==> src/rtl/obi_mem_arbiter.sv <==
// Two-master OBI arbiter (instruction fetch + data LSU) sharing one memory port.
// In-order responses are steered back to their issuer through a small ID FIFO.
module obi_mem_arbiter #(
    parameter int ADDR_W    = 32,
    parameter int DATA_W    = 32,
    parameter int MAX_OUTST = 2,
    parameter int RR_EN     = 1
) (
    input  logic                clk_i,
    input  logic                rst_i,
    input  logic                instr_req_i,
    output logic                instr_gnt_o,
    input  logic [ADDR_W-1:0]   instr_addr_i,
    output logic                instr_rvalid_o,
    output logic [DATA_W-1:0]   instr_rdata_o,
    output logic                instr_err_o,
    input  logic                data_req_i,
    output logic                data_gnt_o,
    input  logic [ADDR_W-1:0]   data_addr_i,
    input  logic                data_we_i,
    input  logic [DATA_W/8-1:0] data_be_i,
    input  logic [DATA_W-1:0]   data_wdata_i,
    output logic                data_rvalid_o,
    output logic [DATA_W-1:0]   data_rdata_o,
    output logic                data_err_o,
    output logic                mem_req_o,
    input  logic                mem_gnt_i,
    output logic [ADDR_W-1:0]   mem_addr_o,
    output logic                mem_we_o,
    output logic [DATA_W/8-1:0] mem_be_o,
    output logic [DATA_W-1:0]   mem_wdata_o,
    input  logic                mem_rvalid_i,
    input  logic [DATA_W-1:0]   mem_rdata_i,
    input  logic                mem_err_i,
    output logic                unexp_rsp_o
);
    localparam int BE_W  = DATA_W / 8;
    localparam int CNT_W = $clog2(MAX_OUTST + 1);

    logic [CNT_W-1:0]     cnt, cnt_nxt, wr_idx;
    logic [MAX_OUTST-1:0] ids, ids_nxt;   // ids[0] is the FIFO head; 1 = data
    logic full, empty, sel_data, locked, lock_data, rr_data;
    logic hs, push, pop;

    assign full  = (cnt == CNT_W'(MAX_OUTST));
    assign empty = (cnt == '0);

    // A stalled request keeps its master until granted so the address phase stays stable.
    always_comb begin
        sel_data = data_req_i;
        if (locked)
            sel_data = lock_data;
        else if (RR_EN != 0)
            sel_data = data_req_i & (~instr_req_i | rr_data);
    end

    assign mem_req_o   = (instr_req_i | data_req_i) & ~full;
    assign mem_addr_o  = sel_data ? data_addr_i  : instr_addr_i;
    assign mem_we_o    = sel_data & data_we_i;
    assign mem_be_o    = sel_data ? data_be_i    : {BE_W{1'b1}};
    assign mem_wdata_o = sel_data ? data_wdata_i : '0;

    assign hs          = mem_req_o & mem_gnt_i;
    assign data_gnt_o  = hs & sel_data;
    assign instr_gnt_o = hs & ~sel_data;

    assign push = hs;
    assign pop  = mem_rvalid_i & ~empty;

    assign instr_rvalid_o = pop & ~ids[0];
    assign data_rvalid_o  = pop & ids[0];
    assign instr_rdata_o  = mem_rdata_i;
    assign data_rdata_o   = mem_rdata_i;
    assign instr_err_o    = mem_err_i;
    assign data_err_o     = mem_err_i;

    // Shift-down FIFO: pop shifts toward the head, push lands behind the last valid entry.
    always_comb begin
        ids_nxt = pop ? (ids >> 1) : ids;
        wr_idx  = cnt - CNT_W'(pop);
        for (int i = 0; i < MAX_OUTST; i++)
            if (push && wr_idx == CNT_W'(i))
                ids_nxt[i] = sel_data;
        cnt_nxt = cnt + CNT_W'(push) - CNT_W'(pop);
    end

    always_ff @(posedge clk_i or posedge rst_i) begin
        if (rst_i) begin
            cnt         <= '0;
            ids         <= '0;
            locked      <= 1'b0;
            lock_data   <= 1'b0;
            rr_data     <= 1'b1;
            unexp_rsp_o <= 1'b0;
        end else begin
            cnt       <= cnt_nxt;
            ids       <= ids_nxt;
            locked    <= mem_req_o & ~mem_gnt_i;
            lock_data <= sel_data;
            if (hs)
                rr_data <= ~sel_data;
            if (mem_rvalid_i && empty)
                unexp_rsp_o <= 1'b1;
        end
    end
endmodule

==> config.mk <==
export PLATFORM = sky130hd
export DESIGN_NAME = obi_mem_arbiter
export DESIGN_NICKNAME = d
export VERILOG_FILES = /design/src/rtl/obi_mem_arbiter.sv
export SDC_FILE = /design/constraint.sdc
export NUM_CORES = 1
export LEC_CHECK = 0
export BUFFER_PORTS_ARGS = -buffer_cell sky130_fd_sc_hd__buf_4
export CAP_MARGIN = 20
export CORE_AREA = 5 5 106 108
export DETAILED_ROUTE_END_ITERATION = 16
export DIE_AREA = 0 0 111 113
export PLACE_DENSITY_LB_ADDON = 0.12
export SLEW_MARGIN = 20
export SYNTH_ARGS = -nofsm -noshare
export SYNTH_HDL_FRONTEND = slang
export SYNTH_SLANG_ARGS = --single-unit
==> constraint.sdc <==
create_clock -name clk_i -period 1.99 [get_ports clk_i]
set_input_delay 0.2985 -clock clk_i [delete_from_list [all_inputs] [get_ports clk_i]]
set_output_delay 0.2985 -clock clk_i [all_outputs]
set_load 0.05 [all_outputs]
After elaboration in Yosys (flattened, before gate mapping). Cells that the tools add are included.

Flip-flop bits (word level): 8. Input port bits: 140. Output and inout bits: 141. Logic and storage cells: 44.

Add/subtract/negate cells: 3. Eq/ne operators: 2. Mux-type cells: 7. Bitwise gates (word level): 18. Reduce and logical (&&, ||, !) cells: 7.

Operators by type and width (count): two-way mux 32 bit (2); bitwise AND 1 bit (10); NOT 1 bit (6); logical NOT 2 bit (2); two-way mux 4 bit (1); nonzero test 2 bit (2); subtractor 2 x 1 -> 2 bit (2); logical AND 1 bit (3); two-way mux 1 bit (3); adder 2 x 1 -> 2 bit (1); == test 2 x 1 -> 1 bit, second input constant (1); == test 2 bit, second input constant (1); two-way mux 2 bit (1); bitwise OR 1 bit (2).

Logic depth before layout (Yosys ltp). Gate-level depths: netlist of run 1.

Depth after elaboration: 7. Depth in mapped cells: 7. Gate-level depth less buffers: 7.

Worst setup path after synthesis of run 1. Ideal clock, no wire load.

Path type: reg2out. Start: register rr_data. End: output port data_gnt_o. Data arrival time: 1.764 ns. Data required time: 1.691 ns. Setup slack: -0.072 ns. Cell stages (with the launch flop): 4. Buffers on the path: 0. Path through: dfstp_2 -> and2b_1 -> o21ai_4 -> nor2b_1.

Cells in the longest elaborated chain, start to end: 4.

RTL lines: start: declaration (RTL line 42) `logic full, empty, sel_data, locked, lock_data, rr_data;`; start signal: assignment (RTL line 101) `rr_data <= ~sel_data;`; bitwise OR 1 bit (RTL line 54) `sel_data = data_req_i & (~instr_req_i | rr_data);`; bitwise AND 1 bit (RTL line 54); two-way mux 1 bit (RTL line 51) `if (locked)`; bitwise AND 1 bit (RTL line 64) `assign data_gnt_o = hs & sel_data;`; end: declaration (RTL line 18) `output logic data_gnt_o,`.

Every way passes these cells.

Worst setup path in the final report of run 1.
Start: register rr_data. End: output port mem_addr_o[18].

Cells in the longest elaborated chain, start to end: 4.

RTL lines: bitwise OR 1 bit (RTL line 54); bitwise AND 1 bit (RTL line 54); two-way mux 1 bit (RTL line 51); two-way mux 32 bit (RTL line 58) `assign mem_addr_o = sel_data ? data_addr_i : instr_addr_i;`; end: declaration (RTL line 28) `output logic [ADDR_W-1:0] mem_addr_o,`.

Every way passes these cells.

==> reports/qor.yml, run 1 <==
grt:
  grt_first_pass_wirelength_mm: 10.1
  grt_usage_pct: 9.70
  antenna_found_initial: 0
  first_global_vias: 1786
  globalRouteOverflowTotal: 0
  grt_max_degree: 11
layout:
  final_util_pct: 32.2
  drive_above_1_share_pct: 78.0
  most-common-layout-cells: "buf_4, buf_6, and2_1"
  nNetsFinal: 452
  final_common_cell: "buf_4"
  diodes: 0
  register_area_sq_um: 201
  stdcell_area_sq_mm: 0.00327
  syn_to_final_growth_pct: 109
  num-fill-cells: 1051
  multiInputGateArea_sq_um: 881
  instances_no_fill: 445
clock_tree:
  clockBufferDepth: 2
  h-tree-depth: 1
  cts-root-buf: "clkbuf_8"
  clk-insertion-delay-late_ps: 230
  numCtsBuffers: 3
  clk_pin_slew_ps: 50
  hold_buffers: 0
  cts_sinks: 8
  cts_tree: "yes"
logic_synthesis:
  seq_area_frac_synth_pct: 12.9
  yosys_warnings: 0
  netlist_instances: 181
  synth_seq_cells: 8
  syn_nets: 323
  synth.avg_cell_area_sq_um: 8.63
  synth_area_sq_mm: 0.00156
  synth_cell_types: 25
routing:
  num_vias: 1640
  first_pass_iters: 4
  wl_met3_um: 886
  wl_mm: 6.94
  wl_per_cell_um: 15.6
  ant_nets: 0
  routed.top_layer: "met4"
  drc: 0
  routedLengthMet1_mm: 2.43
  met2_length_mm: 3.59
  via_per_inst: 3.69
  drtIter0Drc: 27
sta:
  setup_ws_ps: -211
  setup_tns_ps: -8990
  fmax_mhz: 454
  finalHoldViolations: 0
  finalSetupViolCount: 66
  slew_viol_final: 0
  rsz0062_at_grt: "yes"
  finClkSkew_ps: 7.96
  maxSlewHeadroom_pct: 77.9
  worst_hold_slack_ps: 25.0
  finalCriticalPeriod_ps: 2200
  tightest_slew_ps: 331
  min_period_over_period_pct: 111
placed_design:
  place.detailed.hpwl_mm: 5.39
  dp.cells: 430
  routabilityCongestion: 0.755
  placed_area_sq_mm: 0.00259
  dp_worst_setup_slack_ps: -14.6
  io_buffers: 181
floorplanning:
  core_area_sq_mm: 0.0101
  io_pins: 281
  start_util_pct: 15.4
  die-area_sq_mm: 0.0125
  die_w_um: 111
  chipHeight_um: 113
  rows: 37
outcome:
  status: "complete, but fails checks"
  violations: "negative setup slack"
pwr:
  power_mw: 3.67
  vdd.ir_drop.worst_mv: 0.481
  power_density_mw_per_mm2: 1120
  p_leak_nw: 1.65
setup_path:
  worstPathRequired_ps: 1690
  crit_path_end: "mem_addr_o[18]"
  r2r_cells: 8
  setup.worst_path.start_class: "flop"
  worstPathMaxFanout: 5
  cp-end-kind: "output pin"
  r2r_end: "ids[1]"
  reg2reg_from: "rr_data"
  arrival_ps: 1900
  crit_type: "flop to output pin"
  rrSetupSlack_ps: 250
  cp-startpoint: "rr_data"
worst_hold_path:
  min_path_type: "input pin to asynchronous set/reset pin"
job:
  max-cap-violations: 0
critical path, cell delays in order (launching register included):
cell     delay [ps]
dfstp_2         510
and2b_1         190
o21ai_4         150
buf_6           170
buf_12          140
mux2_2          350
buf_6           160
sequential cells by signal, summed over array words and instances, names as in the netlist:
name and count:
unexp_rsp_o 1, ids 2, rr_data 1, lock_data 1
locked 1, cnt 2
synthesized netlist by cell type, drive strengths merged:
cell,instances,area (sq um)
buf,71,542
and2,34,213
mux2,34,383
dfrtp,7,175
inv,5,18.8
nand2b,5,31.3
nor2,3,11.3
nor2b,3,18.8
a21o,2,15.0
clkbuf,2,7.51
ha,2,25.0
o21ai,2,21.3
o22ai,2,12.5
xnor2,2,17.5
a22o,1,8.76
and2b,1,7.51
dfstp,1,26.3
nand2,1,3.75
nor3,1,5.00
o211a,1,10.0
o221ai,1,8.76
per-layer routing:
metal,track usage (%),vias up
li1,-,777
met1,10.3,717
met2,17.6,142
met3,5.19,4
met4,1.15,0
met5,0,-
cell type report:
type | count | share of cell area (%)
repair buffers | 197 | 59.7
inverters | 5 | 0.574
multi-input cells | 95 | 27.0
well taps | 136 | 5.21
flip-flops and latches | 8 | 6.17
clock buffers | 4 | 1.38
cells by family after synthesis:
logic type / share of synthesized area [%]
multiplexers: 24.5
flip-flops: 12.9
adder cells (fa/ha/maj): 1.60
AND/OR/NAND/NOR: 18.6
buffers and inverters: 36.4
AO/OA/AOI/OAI: 4.89
XOR/XNOR: 1.12
where the power goes:
part	switching, mW	total, mW	internal (mW)
logic	1.74	3.19	1.45
registers	0.0469	0.274	0.227
clock network	0.0674	0.207	0.139
total	1.85	3.67	1.82
how the worst min path moves through the flow:
stage               endpoint  slack [ps]
global route          cnt[0]          50
CTS                   cnt[0]          40
global placement      cnt[0]         290
finish                cnt[0]          30
floorplan             cnt[0]         110
detailed placement    locked         290
timing repair:
item,4_1_cts,5_1_grt
buffers inserted,5,2
gates cloned,3,2
gates resized for setup,101,22
endpoints found under the hold margin,0,0
pin swaps,1,0
setup endpoints to repair,66,71
Note: power is estimated with default switching activity, not from simulation.
==> run 2: changes to the inputs <==
--- a/config.mk
+++ b/config.mk
@@ -11,6 +11,7 @@
 export DETAILED_ROUTE_END_ITERATION = 16
 export DIE_AREA = 0 0 111 113
 export PLACE_DENSITY_LB_ADDON = 0.12
+export REMOVE_ABC_BUFFERS = 1
 export SLEW_MARGIN = 20
 export SYNTH_ARGS = -nofsm -noshare
 export SYNTH_HDL_FRONTEND = slang
==> run 2 against run 1 <==
Effect of this change:
- the flow still finishes with violations (negative setup slack)
- clock-buffer cell count stayed put
- global-route usage is 5.0 points higher
- maximum frequency is 0.23% lower
- critical path depth stayed put
- worst setup slack worse by 5.1 ps
- first-iteration DRC count is 26% higher
==> reports/qor.yml, run 2 (synthesis gave the netlist of run 1 again) <==
outcome:
  status: "complete, but fails checks"
  violations: "negative setup slack"
grt:
  grt_max_degree: 12
  grt.met3_usage_pct: 14.7
  first_global_vias: 2074
  antenna_found_initial: 0
  grt_busiest_layer: "met2"
  globalRouteOverflowTotal: 0
  groute.layer.met1.usage_pct: 17.0
  grt_first_pass_wirelength_mm: 13.8
  grt_usage_pct: 14.7
  grtUsageMet2_pct: 19.7
clock_tree:
  clk-insertion-delay-late_ps: 240
  clockBufferDepth: 2
  h-tree-depth: 1
  cts_sinks: 8
  cts_tree: "yes"
  clk_pin_slew_ps: 50
  cts-root-buf: "clkbuf_8"
  numCtsBuffers: 3
floorplanning:
  chipHeight_um: 113
  die_w_um: 111
  core_area_sq_mm: 0.0101
  io_pins: 281
  rows: 37
  start_util_pct: 15.4
  die-area_sq_mm: 0.0125
routing:
  drc: 0
  via_per_inst: 3.94
  drtIter0Drc: 34
  wl_per_cell_um: 21.8
  num_vias: 1755
  ant_nets: 0
  first_pass_iters: 3
  wl_mm: 9.70
sta:
  finalCriticalPeriod_ps: 2210
  setup_tns_ps: -9120
  worst_hold_slack_ps: 20.7
  finalHoldViolations: 0
  fmax_mhz: 453
  rsz0062_at_grt: "yes"
  finClkSkew_ps: 6.98
  setup_ws_ps: -216
  tightest_slew_ps: 334
  maxSlewHeadroom_pct: 77.7
  finalSetupViolCount: 66
  slew_viol_final: 0
  min_period_over_period_pct: 111
setup_path:
  arrival_ps: 1910
  rrSetupSlack_ps: 390
  crit_type: "flop to output pin"
  reg2reg_from: "cnt[1]"
  r2r_end: "cnt[1]"
  worstPathMaxFanout: 11
  cp_top_family: "flip-flops"
  crit_cells: 6
  worstPathRequired_ps: 1690
  cpPeakStageDelay_ps: 510
  path_buf_inv: 3
  slowest_stage: "dfstp_2"
  setup.worst_path.start_class: "flop"
  cp-end-kind: "output pin"
  path_cells: "and2b_1 > o21ai_4 > buf_12 > buf_16 > mux2_2 > buf_6"
  r2r_cells: 7
layout:
  nNetsFinal: 452
  most-common-layout-cells: "buf_4, buf_6, buf_8"
  num-fill-cells: 1064
  syn_to_final_growth_pct: 118
  drive_above_1_share_pct: 87.7
  final_common_cell: "buf_4"
  diodes: 0
  reg_top3: "cnt (2), ids (2)"
  final_util_pct: 33.5
pwr:
  power_density_mw_per_mm2: 1130
  p_leak_nw: 1.67
  vdd.ir_drop.worst_mv: 0.345
  power_mw: 3.83
placed_design:
  io_buffers: 181
  place.detailed.hpwl_mm: 8.37
  dp_worst_setup_slack_ps: -50.5
  routabilityCongestion: 0.733
job:
  max-cap-violations: 0
worst_hold_path:
  min_path_type: "input pin to asynchronous set/reset pin"
==> run 2: changes by cell type in the layout (fill, tap and decap cells not counted), sizes merged <==
cell,previous run,this run
buf,194,197
clkbuf,6,4
bufbuf,1,0
==> run 2: worst max-delay path by stage <==
| stage | from | endpoint | slack (ps) |
|---|---|---|---|
| floorplan | rr_data | data_gnt_o | -780 |
| global placement | rr_data | mem_addr_o[9] | -50 |
| detailed placement | rr_data | mem_addr_o[9] | -50 |
| CTS | rr_data | mem_addr_o[4] | -230 |
| global route | rr_data | mem_addr_o[4] | -290 |
| finish | rr_data | mem_addr_o[15] | -220 |
==> run 2: final cells by class <==
cell class	count	area, sq um	share of cell area, %
multi-input combinational	95	908	26.7
tap	136	170	5.01
sequential	8	201	5.93
timing repair buffer	197	2050	60.4
inverter	5	18.8	0.552
clock buffer	4	45.0	1.33
==> run 2: timing repair <==
| action | 4_1_cts | 5_1_grt |
|---|---|---|
| gates cloned | 3 | 0 |
| setup endpoints to repair | 70 | 71 |
| gates resized for setup | 149 | 24 |
| hold buffers | 0 | 0 |
| pin swaps | 19 | 2 |
| setup buffers | 8 | 1 |
| hold endpoints to repair | 0 | 0 |
==> run 2: stage by stage <==
| step | instances | instance area, sq um |
|---|---|---|
| floorplan | 108 | 1010 |
| global placement | 430 | 2590 |
| detailed placement | 430 | 2590 |
| CTS | 445 | 3330 |
| global route | 445 | 3400 |
| finish | 445 | 3400 |
==> run 2: worst reg2reg max path: cells and delay by family (launching register included) <==
kind,cells,cell delay (ps)
buffers and inverters,2,150
AO/OA/AOI/OAI,1,170
adder cells (fa/ha/maj),2,480
XOR/XNOR,2,290
flip-flops,1,430
==> run 2: where the power goes <==
group          internal [mW]  total [mW]  switching, mW  leakage (nW)
clock network          0.140       0.213         0.0734        0.0228
logic                   1.56        3.34           1.78          1.55
registers              0.227       0.277         0.0495        0.0952
==> run 2: routing by layer <==
layer | vias up | routed length (um)
met5 | - | 35
met4 | 2 | 5
li1 | 777 | -
met3 | 4 | 2080
met2 | 195 | 3810
met1 | 777 | 3770
